`src/rtl/mesh_nic_fifo.sv`:
```
// Mesh network interface: CPU-facing register port with a TX FIFO toward the
// router and an RX FIFO from the router, VC-gated injection on net_polarity.
module mesh_nic_fifo #(
  parameter int PACKET_WIDTH = 64,
  parameter int DEPTH        = 4,
  parameter int VC_BIT       = 63
) (
  input  logic                    clk,
  input  logic                    reset,
  input  logic [1:0]              addr,
  input  logic [PACKET_WIDTH-1:0] d_in,
  output logic [PACKET_WIDTH-1:0] d_out,
  input  logic                    nicEn,
  input  logic                    nicEnWR,
  output logic                    net_si,
  input  logic                    net_ri,
  output logic [PACKET_WIDTH-1:0] net_di,
  input  logic                    net_so,
  output logic                    net_ro,
  input  logic [PACKET_WIDTH-1:0] net_do,
  input  logic                    net_polarity
);

  localparam int PW = (DEPTH > 1) ? $clog2(DEPTH) : 1;
  localparam int CW = $clog2(DEPTH + 1);
  localparam logic [CW-1:0] FULL = CW'(DEPTH);

  logic [PACKET_WIDTH-1:0] tx_mem_q [DEPTH];
  logic [PACKET_WIDTH-1:0] tx_mem_d [DEPTH];
  logic [PACKET_WIDTH-1:0] rx_mem_q [DEPTH];
  logic [PACKET_WIDTH-1:0] rx_mem_d [DEPTH];
  logic [PW-1:0]           tx_wr_ptr_q, tx_wr_ptr_d, tx_rd_ptr_q, tx_rd_ptr_d;
  logic [PW-1:0]           rx_wr_ptr_q, rx_wr_ptr_d, rx_rd_ptr_q, rx_rd_ptr_d;
  logic [CW-1:0]           tx_count_q, tx_count_d, rx_count_q, rx_count_d;
  logic [PACKET_WIDTH-1:0] d_out_q, d_out_d;

  logic                    tx_full, rx_empty, cpu_rd;
  logic                    tx_push, tx_pop, rx_push, rx_pop;
  logic [PACKET_WIDTH-1:0] tx_head;

  always_comb begin
    tx_full  = (tx_count_q == FULL);
    rx_empty = (rx_count_q == '0);
    tx_head  = tx_mem_q[tx_rd_ptr_q];
    net_di   = tx_head;
    // Only the head may inject; a VC mismatch stalls everything behind it.
    net_si   = (tx_count_q != '0) && net_ri && (tx_head[VC_BIT] == net_polarity);
    net_ro   = (rx_count_q < FULL);
    cpu_rd   = nicEn && !nicEnWR;
    tx_push  = nicEn && nicEnWR && (addr == 2'b10) && !tx_full;
    tx_pop   = net_si;
    rx_push  = net_so && net_ro;
    rx_pop   = cpu_rd && (addr == 2'b00) && !rx_empty;
    d_out    = d_out_q;
  end

  always_comb begin
    tx_mem_d    = tx_mem_q;
    tx_wr_ptr_d = tx_wr_ptr_q;
    tx_rd_ptr_d = tx_rd_ptr_q;
    tx_count_d  = tx_count_q;
    if (tx_push) begin
      tx_mem_d[tx_wr_ptr_q] = d_in;
      tx_wr_ptr_d           = tx_wr_ptr_q + PW'(1);
    end
    if (tx_pop) begin
      tx_rd_ptr_d = tx_rd_ptr_q + PW'(1);
    end
    case ({tx_push, tx_pop})
      2'b10:   tx_count_d = tx_count_q + CW'(1);
      2'b01:   tx_count_d = tx_count_q - CW'(1);
      default: tx_count_d = tx_count_q;
    endcase
  end

  always_comb begin
    rx_mem_d    = rx_mem_q;
    rx_wr_ptr_d = rx_wr_ptr_q;
    rx_rd_ptr_d = rx_rd_ptr_q;
    rx_count_d  = rx_count_q;
    if (rx_push) begin
      rx_mem_d[rx_wr_ptr_q] = net_do;
      rx_wr_ptr_d           = rx_wr_ptr_q + PW'(1);
    end
    if (rx_pop) begin
      rx_rd_ptr_d = rx_rd_ptr_q + PW'(1);
    end
    case ({rx_push, rx_pop})
      2'b10:   rx_count_d = rx_count_q + CW'(1);
      2'b01:   rx_count_d = rx_count_q - CW'(1);
      default: rx_count_d = rx_count_q;
    endcase
  end

  always_comb begin
    d_out_d = d_out_q;
    if (cpu_rd) begin
      case (addr)
        2'b00:   d_out_d = rx_empty ? '0 : rx_mem_q[rx_rd_ptr_q];
        2'b01:   d_out_d = PACKET_WIDTH'(!rx_empty);
        2'b10:   d_out_d = '0;
        default: d_out_d = PACKET_WIDTH'(tx_full);
      endcase
    end
  end

  always_ff @(posedge clk or negedge reset) begin
    if (!reset) begin
      tx_mem_q    <= '{default: '0};
      rx_mem_q    <= '{default: '0};
      tx_wr_ptr_q <= '0;
      tx_rd_ptr_q <= '0;
      tx_count_q  <= '0;
      rx_wr_ptr_q <= '0;
      rx_rd_ptr_q <= '0;
      rx_count_q  <= '0;
      d_out_q     <= '0;
    end else begin
      tx_mem_q    <= tx_mem_d;
      rx_mem_q    <= rx_mem_d;
      tx_wr_ptr_q <= tx_wr_ptr_d;
      tx_rd_ptr_q <= tx_rd_ptr_d;
      tx_count_q  <= tx_count_d;
      rx_wr_ptr_q <= rx_wr_ptr_d;
      rx_rd_ptr_q <= rx_rd_ptr_d;
      rx_count_q  <= rx_count_d;
      d_out_q     <= d_out_d;
    end
  end

endmodule

```
`config.mk`:
```
export PLATFORM = sky130hd
export DESIGN_NAME = mesh_nic_fifo
export DESIGN_NICKNAME = d
export VERILOG_FILES = /design/src/rtl/mesh_nic_fifo.sv
export SDC_FILE = /design/constraint.sdc
export NUM_CORES = 1
export LEC_CHECK = 0
export BUFFER_PORTS_ARGS = -buffer_cell sky130_fd_sc_hd__buf_4
export CORE_AREA = 5 5 204 226
export DETAILED_ROUTE_END_ITERATION = 10
export DIE_AREA = 0 0 209 231
export GPL_ROUTABILITY_DRIVEN = 0
export PLACE_DENSITY = 0.88
export SKIP_CTS_REPAIR_TIMING = 1
export SYNTH_ARGS = -nofsm -noshare
export SYNTH_HDL_FRONTEND = slang
export SYNTH_SLANG_ARGS = --single-unit
```
`constraint.sdc`:
```
create_clock -name clk -period 2.9 [get_ports clk]
set_clock_uncertainty 0.1 [all_clocks]
set_input_delay 0.435 -clock clk [delete_from_list [all_inputs] [get_ports clk]]
set_output_delay 0.435 -clock clk [all_outputs]
set_load 0.02 [all_outputs]
```
==> flow_metrics.tcl, run 1 <==
set metrics [dict create \
    synth-seq-cells 590 \
    hp-class "input port to flip-flop" \
    die_w_um 209 \
    root_buffer "clkbuf_16" \
    wl_per_cell_um 23.1 \
    synth.cell_area_um2 25400 \
    min_from "d_in[43]" \
    path_class "flip-flop to output pin" \
    tightest_slew_ns 1.07 \
    antenna_found_initial 5 \
    die_h_um 231 \
    synth.net_count 1743 \
    ant_nets 0 \
    clk_pin_slew_ns 0.06 \
    ir_drop_v 0.000679 \
    maxCapViolCount 0 \
    netlist.top_cell.by_area "dfrtp_1" \
    required_ns 2.37 \
    fin_area_um2 31400 \
    final_core_util 0.718 \
    status "finished clean" \
    crit_fanout 64 \
    grt_overflow 0 \
    async_reset_ff_frac 1.00 \
    post-route-period-util 0.969 \
    crit_arrival_ns 2.28 \
    ios 267 \
    num_vias 15300 \
    ys_types 30 \
    whs_ns 0.00875 \
    final-setup-viol-count 0 \
    synth_top_area_frac 0.582 \
    rr_worst_depth 4 \
    r2r_start "rx_count_q[2]" \
    ys_seq_area_frac 0.582 \
    routed_via_density 5.82 \
    placed_area_um2 28100 \
    core_um2 43800 \
    finalHoldViolations 0 \
    wl_um 60600 \
    hold_depth 2 \
    numCtsBuffers 57 \
    dieArea_um2 48300 \
    clockBufferDepth 3 \
    synthCells 1594 \
    io_buffers 266 \
    max_freq_mhz 356 \
    synth_flop_cell "dfrtp_1" \
    layout_min_cycle_time_ns 2.81 \
    synth_common_cells "590 x dfrtp_1, 489 x mux2_2, 135 x nand2_1, 127 x mux4_2, 68 x o21ai_0" \
    drv_slew 0 \
    initial_utilization 0.580 \
    area_growth_pct 23.8 \
    groute.usage.overall 0.239 \
    power_density_nw_per_um2 1100 \
    cp-end-kind "output pin" \
    clock_sinks 590 \
    power.total_mw 34.6 \
    drive_gt1_frac 0.508 \
    grt_pass1_wl_um 92900 \
    slew_headroom 0.286 \
    ys_warn_count 0 \
    p_leak_nw 14.5 \
    synth-edff-count 0 \
    postSynthAreaPerCell_um2 15.9 \
    drc 0 \
    min_to "tx_mem_q[235]" \
    cp-start-kind "flip-flop" \
    std_cell_rows 81 \
    netlist_top_cells_area "dfrtp_1 58%, mux2_2 22%, mux4_2 11%" \
    dp_hpwl_um 35400 \
    rsz0062_at_grt "false" \
    drtIter0Drc 978 \
    rr_endpoint "rx_mem_q[198]" \
    nNetsFinal 2142 \
    first_global_vias 16600 \
    synth.most_common_cell "dfrtp_1" \
    firstDrtPassIters 5 \
    r2r_slack_ns 0.28 \
    cts_tree "built" \
    htreeDepth 2 \
    clk_latency_ns 0.62 \
    grt_max_degree 75 \
]
layout make-up:
class                      instances  area [um^2]
sequential                       590        14800
clock buffer                      84         1670
timing repair buffer             438         3890
multi-input combinational        893        10000
tap                              581          727
inverter                          13         48.8
clock inverter                    23          294
antenna                            4         10.0
fill                            2641        12400
per-stage QoR:
step                setup WS [ns]  std cells  TNS [ns]
global route               0.0224       2624         0
finish                     0.0886       2626         0
floorplan                 0.00729       1594         0
global placement            0.286       2387         0
detailed placement          0.230       2387         0
CTS                        -0.130       2494     -5.45
worst max-delay path by stage:
| stage | startpoint | end | slack (ns) | cells after the start |
|---|---|---|---|---|
| 3_3_place_gp | net_so | rx_mem_q[134] | 0.29 | 5 |
| 5_1_grt | tx_rd_ptr_q[1] | net_di[46] | 0.02 | 3 |
| 3_5_place_dp | net_so | rx_mem_q[168] | 0.23 | 5 |
| 4_1_cts | tx_rd_ptr_q[1] | net_di[46] | -0.13 | 3 |
| 2_1_floorplan | tx_rd_ptr_q[0] | tx_count_q[2] | 0.007 | 11 |
| 6_report | tx_rd_ptr_q[1] | net_di[41] | 0.09 | 3 |
sequential cells by signal (all words and copies together), names as in the netlist:
name	count
rx_mem_q	256
tx_mem_q	256
rx_rd_ptr_q	2
d_out	64
tx_rd_ptr_q	2
tx_count_q	3
tx_wr_ptr_q	2
rx_wr_ptr_q	2
rx_count_q	3
logic make-up after synthesis:
logic type	Yosys count	share of synthesized area
muxes	643	0.342
AOI/OAI and AO/OA	72	0.0149
xor gates and xnor gates	14	0.00483
adders and majority gates	12	0.00651
buffers and inverters	111	0.0255
DFF	590	0.582
and+or+nand+nor	152	0.0248
per-layer routing:
layer,GRT usage,part of all wire
met3,0.0519,0.054
met5,0,0.00012
met1,0.319,0.40
met4,0.0622,0.019
met2,0.404,0.53
placed cells by master, fill, tap and decap left out, drive strengths merged, types with 2 or more instances in the layout:
cell and instances:
nand2 139, nor3 2, ha 10, xor2 6, mux4 127, fa 2, nor2 5, dfrtp 590
mux2 512, clkbuf 85, clkinv 13, diode 4, o21ai 68, dlygate4sd3 127, buf 310, o31ai 2
mux2i 4, xnor2 8, bufinv 6, inv 16
power breakdown:
group	total (mW)	switching [mW]	leakage [nW]	internal (mW)
clock	7.70	3.17	0.973	4.53
combinational	12.7	5.49	6.06	7.23
sequential	14.2	2.22	7.42	11.9
worst max-delay path, cell delays in order, from the launching register on:
cell and delay (ns):
dfrtp_2 0.40, buf_6 0.52, mux4_2 0.44, buf_4 0.18
Note: power is estimated with default switching activity, not from simulation.
==> run 2: changes to the inputs <==
CORE_AREA = 5 5 221 245   (was 5 5 204 226)
DIE_AREA = 0 0 226 250   (was 0 0 209 231)
HOLD_SLACK_MARGIN = 0.03   (was default)
PLACE_DENSITY = 0.78   (was 0.88)
clock period = 2.6 ns   (was 2.9 ns; I/O delays follow)
==> run 2 against run 1 <==
The flow now finishes with violations (negative setup slack). First-iteration DRC count is 14% lower. Hold slack gained 0.074 ns. Clock-buffer cell count increased by 3. Global-route usage is 3.7 points lower. Wire length is 1.9% lower. Cell count grew 4.6%. Sequential power rose by 9.9%. Power rose by 14%. Setup slack worse by 0.10 ns. Non-clock buffer count grew 26. Critical endpoint is now net_di[28]. Largest cell class unchanged. Largest power group unchanged.
==> flow_metrics.tcl, run 2 (same netlist as run 1, synthesis figures left out) <==
set metrics [dict create \
    clockBufferDepth 3 \
    status "finished with violations" \
    required_ns 2.11 \
    area_growth_pct 26.9 \
    drv_slew 0 \
    grt_pass1_wl_um 91400 \
    root_buffer "clkbuf_16" \
    io_buffers 266 \
    htreeDepth 2 \
    placed_area_um2 28400 \
    wl_um 59500 \
    regArea_um2 14800 \
    cp-start-kind "flip-flop" \
    multi_input_area_um2 10000 \
    std_cell_rows 88 \
    drtIter0Drc 842 \
    wl_per_cell_um 21.7 \
    cts_tree "built" \
    fin_ws_ns -0.0137 \
    cp-end-kind "output pin" \
    hp-class "input port to flip-flop" \
    final_common_cell "dfrtp_1" \
    dp_hpwl_um 35400 \
    rsz0062_at_grt "true" \
    layout_common_cells "586 x dfrtp_1, 489 x mux2_2, 247 x buf_4, 131 x nand2_1, 130 x dlygate4sd3_1" \
    first_global_vias 16300 \
    max_freq_mhz 383 \
    fin_area_um2 32200 \
    clk_latency_ns 0.60 \
    crit_arrival_ns 2.12 \
    routed_via_density 5.53 \
    clock_sinks 590 \
    numCtsBuffers 59 \
    maxCapViolCount 0 \
    ant_nets 0 \
    power.total_mw 39.3 \
    post-route-period-util 1.01 \
    drive_gt1_frac 0.516 \
    finalHoldViolations 0 \
    antenna_found_initial 7 \
    clk_pin_slew_ns 0.06 \
    grt_overflow 0 \
    die_h_um 250 \
    tightest_slew_ns 1.03 \
    firstDrtPassIters 4 \
    p_leak_nw 14.7 \
    die_w_um 226 \
    slowest_delay_ns 0.52 \
    power_density_nw_per_um2 1220 \
    final-setup-viol-count 7 \
    cp_slowest_cell "mux4_2" \
    groute.usage.overall 0.201 \
    drc 0 \
    dieArea_um2 56500 \
    num-fill-cells 3676 \
    grt_max_degree 87 \
    dpl_worst_slack_ns 0.118 \
    layout_min_cycle_time_ns 2.61 \
    ios 267 \
    core_um2 51600 \
    violations "negative setup slack" \
    nNetsFinal 2170 \
    cp_common_cell "buf_4" \
    num_vias 15200 \
    path_class "flip-flop to output pin" \
    final_core_util 0.624 \
    whs_ns 0.0831 \
    path_cells "buf_4, clkbuf_16, mux4_2, buf_4" \
    initial_utilization 0.491 \
    ir_drop_v 0.000859 \
    slew_headroom 0.314 \
    crit_fanout 6 \
]
## run 2: cell count changes in the layout (fill, tap and decap cells not counted), sizes merged
cell / change
buf: +20
clkbuf: +6
bufinv: -3
dlygate4sd3: +3
clkinvlp: +2
diode: -2
inv: +1
## run 2: worst max-delay path: cells and delay by family, from the launching register on
family / cells / cell delay [ns]
flip-flops: 1 / 0.50
multiplexers: 1 / 0.52
buffers and inverters: 3 / 0.52
## run 2: stage by stage
step                      setup TNS (ns)  cells
after floorplan                        0   1594
after global placement                 0   2488
after detailed placement               0   2488
after CTS                         -23.61   2598
after global routing               -2.69   2747
final                            -0.0396   2747
## run 2: final timing paths
check / startpoint / to / slack, ns / cells past startpoint
max in group asynchronous: reset / rx_mem_q[156] / 1.31 / 4
worst max-delay path: tx_rd_ptr_q[0] / net_di[28] / -0.01 / 4
min in group asynchronous: reset / tx_mem_q[198] / 0.24 / 2
worst max register to register: rx_count_q[2] / rx_count_q[1] / 0.17 / 6
worst min register to register: d_out[22] / d_out[22] / 0.38 / 2
worst min-delay path: addr[0] / d_out[0] / 0.08 / 3
## run 2: cell type report
type	count	share of cell area
timing repair buffer	464	0.140
clock buffer	87	0.0544
clock inverter	23	0.00684
antenna	2	0.000155
sequential	590	0.459
inverter	13	0.00152
multi-input combinational	893	0.312
tap	675	0.0262
## run 2: power by group
part           switching, mW  internal [mW]
Sequential              2.33           13.3
Clock                   3.52           4.96
Combinational           6.29           8.88
## run 2: metal layers
metal	vias up	global-route usage	share of wire	wire length (um)
met5	-	0	0.00094	56
met4	10	0.0410	0.016	958
met2	323	0.340	0.51	30500
met1	8111	0.264	0.41	24700
li1	6679	-	-	-
met3	78	0.0553	0.056	3340
